--- config.mk ---
export PLATFORM = sky130hd
export DESIGN_NAME = uart_transmitter
export DESIGN_NICKNAME = d
export VERILOG_FILES = /design/src/rtl/uart_transmitter.sv
export SDC_FILE = /design/constraint.sdc
export NUM_CORES = 1
export LEC_CHECK = 0
export ABC_AREA = 0
export CAP_MARGIN = 20
export CORE_MARGIN = 1
export CORE_UTILIZATION = 40
export DETAILED_ROUTE_END_ITERATION = 12
export PLACE_DENSITY = 0.6
export SYNTH_ARGS = -nofsm -noshare
export SYNTH_HDL_FRONTEND = slang
export SYNTH_SLANG_ARGS = --single-unit
--- constraint.sdc ---
create_clock -name sample_clock -period 1.7 [get_ports sample_clock]
set_input_delay 0.255 -clock sample_clock [delete_from_list [all_inputs] [get_ports sample_clock]]
set_output_delay 0.255 -clock sample_clock [all_outputs]
set_load 0.02 [all_outputs]
--- src/rtl/uart_transmitter.sv ---
// UART transmitter: a holding register double-buffers bytes into a start/data/stop
// shift register; each serial bit is held for OVERSAMPLE sample_clock cycles.
module uart_transmitter #(
  parameter int unsigned SIZE       = 8,
  parameter int unsigned OVERSAMPLE = 8
) (
  input  logic            sample_clock,
  input  logic            reset,
  input  logic [SIZE-1:0] data_bus,
  input  logic            xmt_valid,
  output logic            xmt_ready,
  output logic            serial_out,
  output logic            busy,
  output logic            xmt_done
);

  localparam int unsigned FRAME_W  = SIZE + 2;
  localparam int unsigned SAMPLE_W = (OVERSAMPLE > 1) ? $clog2(OVERSAMPLE) : 1;
  localparam int unsigned BIT_W    = $clog2(SIZE + 2);
  localparam logic [SAMPLE_W-1:0] SAMPLE_LAST = SAMPLE_W'(OVERSAMPLE - 1);
  localparam logic [BIT_W-1:0]    BIT_LAST    = BIT_W'(SIZE + 1);

  typedef enum logic {IDLE, SENDING} state_t;

  state_t              state, state_n;
  logic [FRAME_W-1:0]  shifter, shifter_n;
  logic [SAMPLE_W-1:0] sample_cnt, sample_n;
  logic [BIT_W-1:0]    bit_cnt, bit_n;
  logic [SIZE-1:0]     hold, hold_n;
  logic                full, full_n;
  logic                busy_n, done_n;
  logic                accept, transfer;

  assign xmt_ready  = ~full;
  assign serial_out = shifter[0];
  assign accept     = xmt_valid & ~full;

  // Holding register: a transfer empties it, an accept in the same cycle refills it.
  always_comb begin
    hold_n = accept ? data_bus : hold;
    full_n = accept | (full & ~transfer);
  end

  // Next-state: frame sequencing and shifter/counter updates.
  always_comb begin
    state_n   = state;
    shifter_n = shifter;
    sample_n  = sample_cnt;
    bit_n     = bit_cnt;
    busy_n    = busy;
    done_n    = 1'b0;
    transfer  = 1'b0;
    case (state)
      IDLE: begin
        busy_n = 1'b0;
        if (full) begin
          transfer  = 1'b1;
          shifter_n = {1'b1, hold, 1'b0};
          sample_n  = '0;
          bit_n     = '0;
          state_n   = SENDING;
          busy_n    = 1'b1;
        end
      end
      SENDING: begin
        sample_n = sample_cnt + SAMPLE_W'(1);
        if (sample_cnt == SAMPLE_LAST) begin
          sample_n  = '0;
          shifter_n = {1'b1, shifter[FRAME_W-1:1]};
          bit_n     = bit_cnt + BIT_W'(1);
          if (bit_cnt == BIT_LAST) begin
            done_n = 1'b1;
            bit_n  = '0;
            // Reload on the final edge so back-to-back frames have no idle gap.
            if (full) begin
              transfer  = 1'b1;
              shifter_n = {1'b1, hold, 1'b0};
            end else begin
              state_n = IDLE;
              busy_n  = 1'b0;
            end
          end
        end
      end
      default: begin
        state_n = IDLE;
        busy_n  = 1'b0;
      end
    endcase
  end

  always_ff @(posedge sample_clock or posedge reset) begin
    if (reset) begin
      state      <= IDLE;
      shifter    <= '1;
      sample_cnt <= '0;
      bit_cnt    <= '0;
      hold       <= '0;
      full       <= 1'b0;
      busy       <= 1'b0;
      xmt_done   <= 1'b0;
    end else begin
      state      <= state_n;
      shifter    <= shifter_n;
      sample_cnt <= sample_n;
      bit_cnt    <= bit_n;
      hold       <= hold_n;
      full       <= full_n;
      busy       <= busy_n;
      xmt_done   <= done_n;
    end
  end

endmodule

; Word level (Yosys, flattened, before mapping)
; Cells that the tools add are included.
[op_classes]
n_addsub = 2
n_bitwise = 6
n_reduce_logical = 2
muxes = 26
n_eq_ne = 6
[ops]
columns = op, count
row1 = 10-bit 2-to-1 mux, 2
row2 = 10-bit case mux with 2 select lines, 1
row3 = 9-bit 2-to-1 mux, 2
row4 = 4-bit 2-to-1 mux, 3
row5 = 1-bit 2-to-1 mux, 11
row6 = 4-bit case mux with 2 select lines, 1
row7 = 3-bit 2-to-1 mux, 2
row8 = 1-bit case mux with 2 select lines, 3
row9 = 3-bit case mux with 2 select lines, 1
row10 = "4-bit by 1-bit adder with 4-bit output, second input constant", 1
row11 = "4-bit == test, second input constant", 1
row12 = "2-bit by 1-bit inequality test with 1-bit output, second input constant", 2
row13 = "2-bit inequality test, second input constant", 2
row14 = "3-bit by 1-bit adder with 3-bit output, second input constant", 1
row15 = "3-bit == test, second input constant", 1
row16 = 1-bit NOT, 3
row17 = 3-bit AND reduction, 1
row18 = 1-bit bitwise AND, 2
row19 = 2-bit AND reduction, 1
row20 = 1-bit OR, 1
[word_totals]
inputBits = 11
output_inout_bits = 4
register_bits = 29

; Logic depth before layout (Yosys ltp)
[depth]
word_depth = 7
mapped_depth = 6
depth_no_buf = 5

; Worst setup path before layout
; No wires, ideal clock.
[synth_timing]
path_kind = reg2reg
from = reg sample_cnt[0]
to = reg shifter[1]
slack_ns = 0.270
stages_incl_launch_ff = 7
path_buffers = 1
arrival_time_ns = 1.355
synth_period_minus_slack_ns = 1.430
path_cell_list = dfrtp_1 ha_1 ha_1 mux2i_1 buf_2 nand2_1 o211ai_2
[synth_between]
elab_chain_cells = 3
[synth_lines]
columns = element, line
row1 = from (decl), 27  ; logic [SAMPLE_W-1:0] sample_cnt, sample_n;
row2 = from (signal assigned), 105  ; sample_cnt <= sample_n;
row3 = 3-bit == test, 67  ; if (sample_cnt == SAMPLE_LAST) begin
row4 = 2-bit by 1-bit inequality test with 1-bit output (no source line), n/a
row5 = 2-bit AND reduction (no source line), n/a
row6 = to (signal assigned), 104  ; shifter <= shifter_n;
row7 = to (decl), 26  ; logic [FRAME_W-1:0] shifter, shifter_n;
; No other way between the ends.
; A chain may end at the register's enable or synchronous reset.

; Final worst setup path
[layout_timing]
from = reg sample_cnt[0]
to = reg shifter[4]
; The elaborated chain is that of the path after synthesis.

==> results.cfg <==
[outcome]
status = finished clean

[final_layout]
drive_above_1_share_pct = 30.08
syn2layout_area_growth_pct = 19.39
fin_util_pct = 51.72
nets = 150
diodes = 0

[global_route]
grt_pass1_wl_um = 4002
grt_max_degree = 29
grt_overflow = 0
grt_usage_pct = 14.92
grt_pass1_vias = 880
antenna_found_initial = 0

[placed_design]
portBuffers = 14
place_congestion = 0.7190
place_ws_ns = 0.1534
hpwl_um = 1682

[timing]
layout_setup_ws_ns = 0.1186
setup_violations = 0
clock.fmax_mhz = 632.3
fin_skew_ns = 0.004046
slew_headroom_pct = 69.08
hold_violations = 0
period_needed_ns = 1.581
fin_setup_tns_ns = 0
rsz0062_at_grt = no
drv_slew = 0
whs_ns = 0.2617
worst_pin_slew_ns = 0.4638
timing.final.crit_share_pct = 93.03

[clock_tree]
cts.clk_slew.worst_paths_ns = 0.15
clock-root-buffer = clkbuf_4
htree_levels = 1
clockBufferDepth = 2
cts.sinks = 28
cts_tree = done
clk_latency_ns = 0.33
cts_made_buffers = 3
cts_setup_buffers = 0
holdBufCountCts = 0

[setup_path]
timing.rr.start = sample_cnt[0]$_DFFE_PP0P_
crit_path_end_kind = flip-flop
cp_cell_sequence = ha_1 -> ha_1 -> mux2_2 -> nand2_1 -> o211ai_2
path_max_fanout = 8
path_class = reg2reg
rr_worst_depth = 5
r2r_slack_ns = 0.12
crit_top_cell = ha_1
worst_setup_path_start_kind = flip-flop
required_ns = 1.98
r2r-end = shifter[4]$_DFFE_PP1P_
crit_arrival_ns = 1.86
cp-startpoint = sample_cnt[0]$_DFFE_PP0P_
crit_slowest_cell = dfrtp_1
slowest_delay_ns = 0.43

[drt]
drtIter0Drc = 22
vias = 930
first_pass_iters = 4
routedWlPerCell_um = 13.58
drtAntennaViolNets = 0
drt_wl_total_um = 2404
vias_per_cell = 5.254
route.detailed.drc = 0

[floorplan]
core-area_sq_um = 3128
start_util_pct = 43.32
die_area_sq_um = 3625
die_y_um = 60.21
fp-row-count = 20
ioPinCount = 15
die_w_um = 60.21

[logic_synthesis]
syn-num-nets = 131
synth-seq-area-share_pct = 52.54
syn_area_per_cell_sq_um = 11.78
syn-instance-count = 115
ys_seq_elements = 28
ys_warn_count = 0
syn_area_sq_um = 1355
synth.distinct_cells = 32

[flow_run]
maxCapViolCount = 0

[min_path]
hold_path_class = in2async

[pwr]
peakVddDrop_mv = 0.5321
power_density_nw_per_um2 = 1577
p_leak_uw = 0.0007011
[report_power, final]
part	internal (uW)	total (uW)	switching, uW
clock	239	439	200
sequential	1010	1200	191
combinational	483	909	426
total	1730	2550	817
[flip-flops by register name, indices dropped and copies added (netlist names)]
register	count
busy	1
xmt_done	1
sample_cnt	3
full	1
shifter	9
hold	8
state	1
bit_cnt	4
[what timing repair did]
| action | 4_1_cts | 5_1_grt |
|---|---|---|
| gates resized for setup | 1 | 2 |
| setup endpoints to repair | 1 | 2 |
| hold endpoints to repair | 0 | 0 |
[routing by layer]
| layer | share of wire, % | up-vias | global-route usage [%] | wire, um |
|---|---|---|---|---|
| met5 | 0 | - | 0 | 0 |
| met4 | 1.7 | 0 | 6.312 | 40 |
| met3 | 3.0 | 4 | 1.948 | 72 |
| met2 | 45 | 20 | 23.08 | 1080 |
| met1 | 50 | 461 | 20.79 | 1212 |
| li1 | - | 445 | - | - |
[cells in the mapped netlist]
cell	instances	area share (%)
mux2_2	8	6.6
nor2_1	2	0.55
nand3_1	2	0.74
buf_6	1	0.83
a22o_1	4	2.6
a21bo_2	1	0.74
o211ai_2	7	6.5
a31o_2	1	0.65
and2_4	1	0.65
a21boi_0	1	0.55
clkbuf_1	1	0.28
ha_1	5	4.6
o22ai_1	1	0.46
a21oi_1	1	0.37
nor2b_1	1	0.46
a21o_1	1	0.55
and3_1	1	0.46
dfstp_2	9	17
a2bb2oi_1	1	0.65
nand3b_1	2	1.1
buf_2	4	1.5
nand4_1	7	3.2
nand2_1	19	5.3
mux2_1	1	0.83
mux2i_1	1	0.74
o21ai_0	5	1.8
inv_1	4	1.1
and3b_1	1	0.65
xor2_1	1	0.65
buf_4	1	0.55
nand4b_4	1	1.8
dfrtp_1	19	35
[worst max path at each step]
stage               slack (ns)  cells after the start                      to
floorplan                 0.27                      6  shifter[1]$_DFFE_PP1P_
detailed placement        0.15                      5  shifter[4]$_DFFE_PP1P_
global route              0.02                      6  bit_cnt[3]$_DFFE_PP0P_
CTS                      0.007                      2               xmt_ready
global placement          0.21                      5  shifter[2]$_DFFE_PP1P_
finish                    0.12                      5  shifter[4]$_DFFE_PP1P_
[cells in the final DEF, fill, tap and decap left out, drive strengths merged, types with 3 or more instances in the layout]
cell	count
o211ai	7
buf	7
ha	5
dfstp	9
clkbuf	3
nand4	7
nand2	19
inv	4
mux2	9
o21ai	5
a22o	4
clkdlybuf4s50	12
dfrtp	19
[per-stage QoR]
step / total power, uW / area, sq um / std cells
after CTS: 2579 / 1612 / 177
after global routing: 2744 / 1618 / 177
after detailed placement: 2144 / 1560 / 173
final: 2552 / 1618 / 177
after floorplan: 1875 / 1355 / 115
after global placement: 2097 / 1560 / 173
[layout make-up]
type                       instances  area [sq um]
tap                               44         55.05
clock inverter                     1         30.03
sequential                        28         711.9
clock buffer                       3         22.52
fill                             283          1510
inverter                           4         15.01
multi-input combinational         76         589.3
timing repair buffer              21         193.9
[kinds of logic (layout without fill, tap and decap cells)]
| logic type | count (synthesis) | count (layout) | synth area share [%] |
|---|---|---|---|
| flip-flops | 28 | 28 | 52.54 |
| adder cells (fa/ha/maj) | 5 | 5 | 4.617 |
| AO/OA/AOI/OAI | 23 | 23 | 14.87 |
| buffers and inverters | 11 | 29 | 4.247 |
| XOR/XNOR | 1 | 1 | 0.6465 |
| AND/OR/NAND/NOR | 37 | 37 | 14.87 |
| multiplexers | 10 | 10 | 8.218 |
[worst max-delay path: cells and delay by family, from the launching register on]
family	cells	cell delay, ns
AOI/OAI and AO/OA	1	0.08
adders and majority gates	2	0.51
DFF	1	0.43
muxes	1	0.39
and+or+nand+nor	1	0.12
No activity file was read; power rests on OpenSTA's default activity.
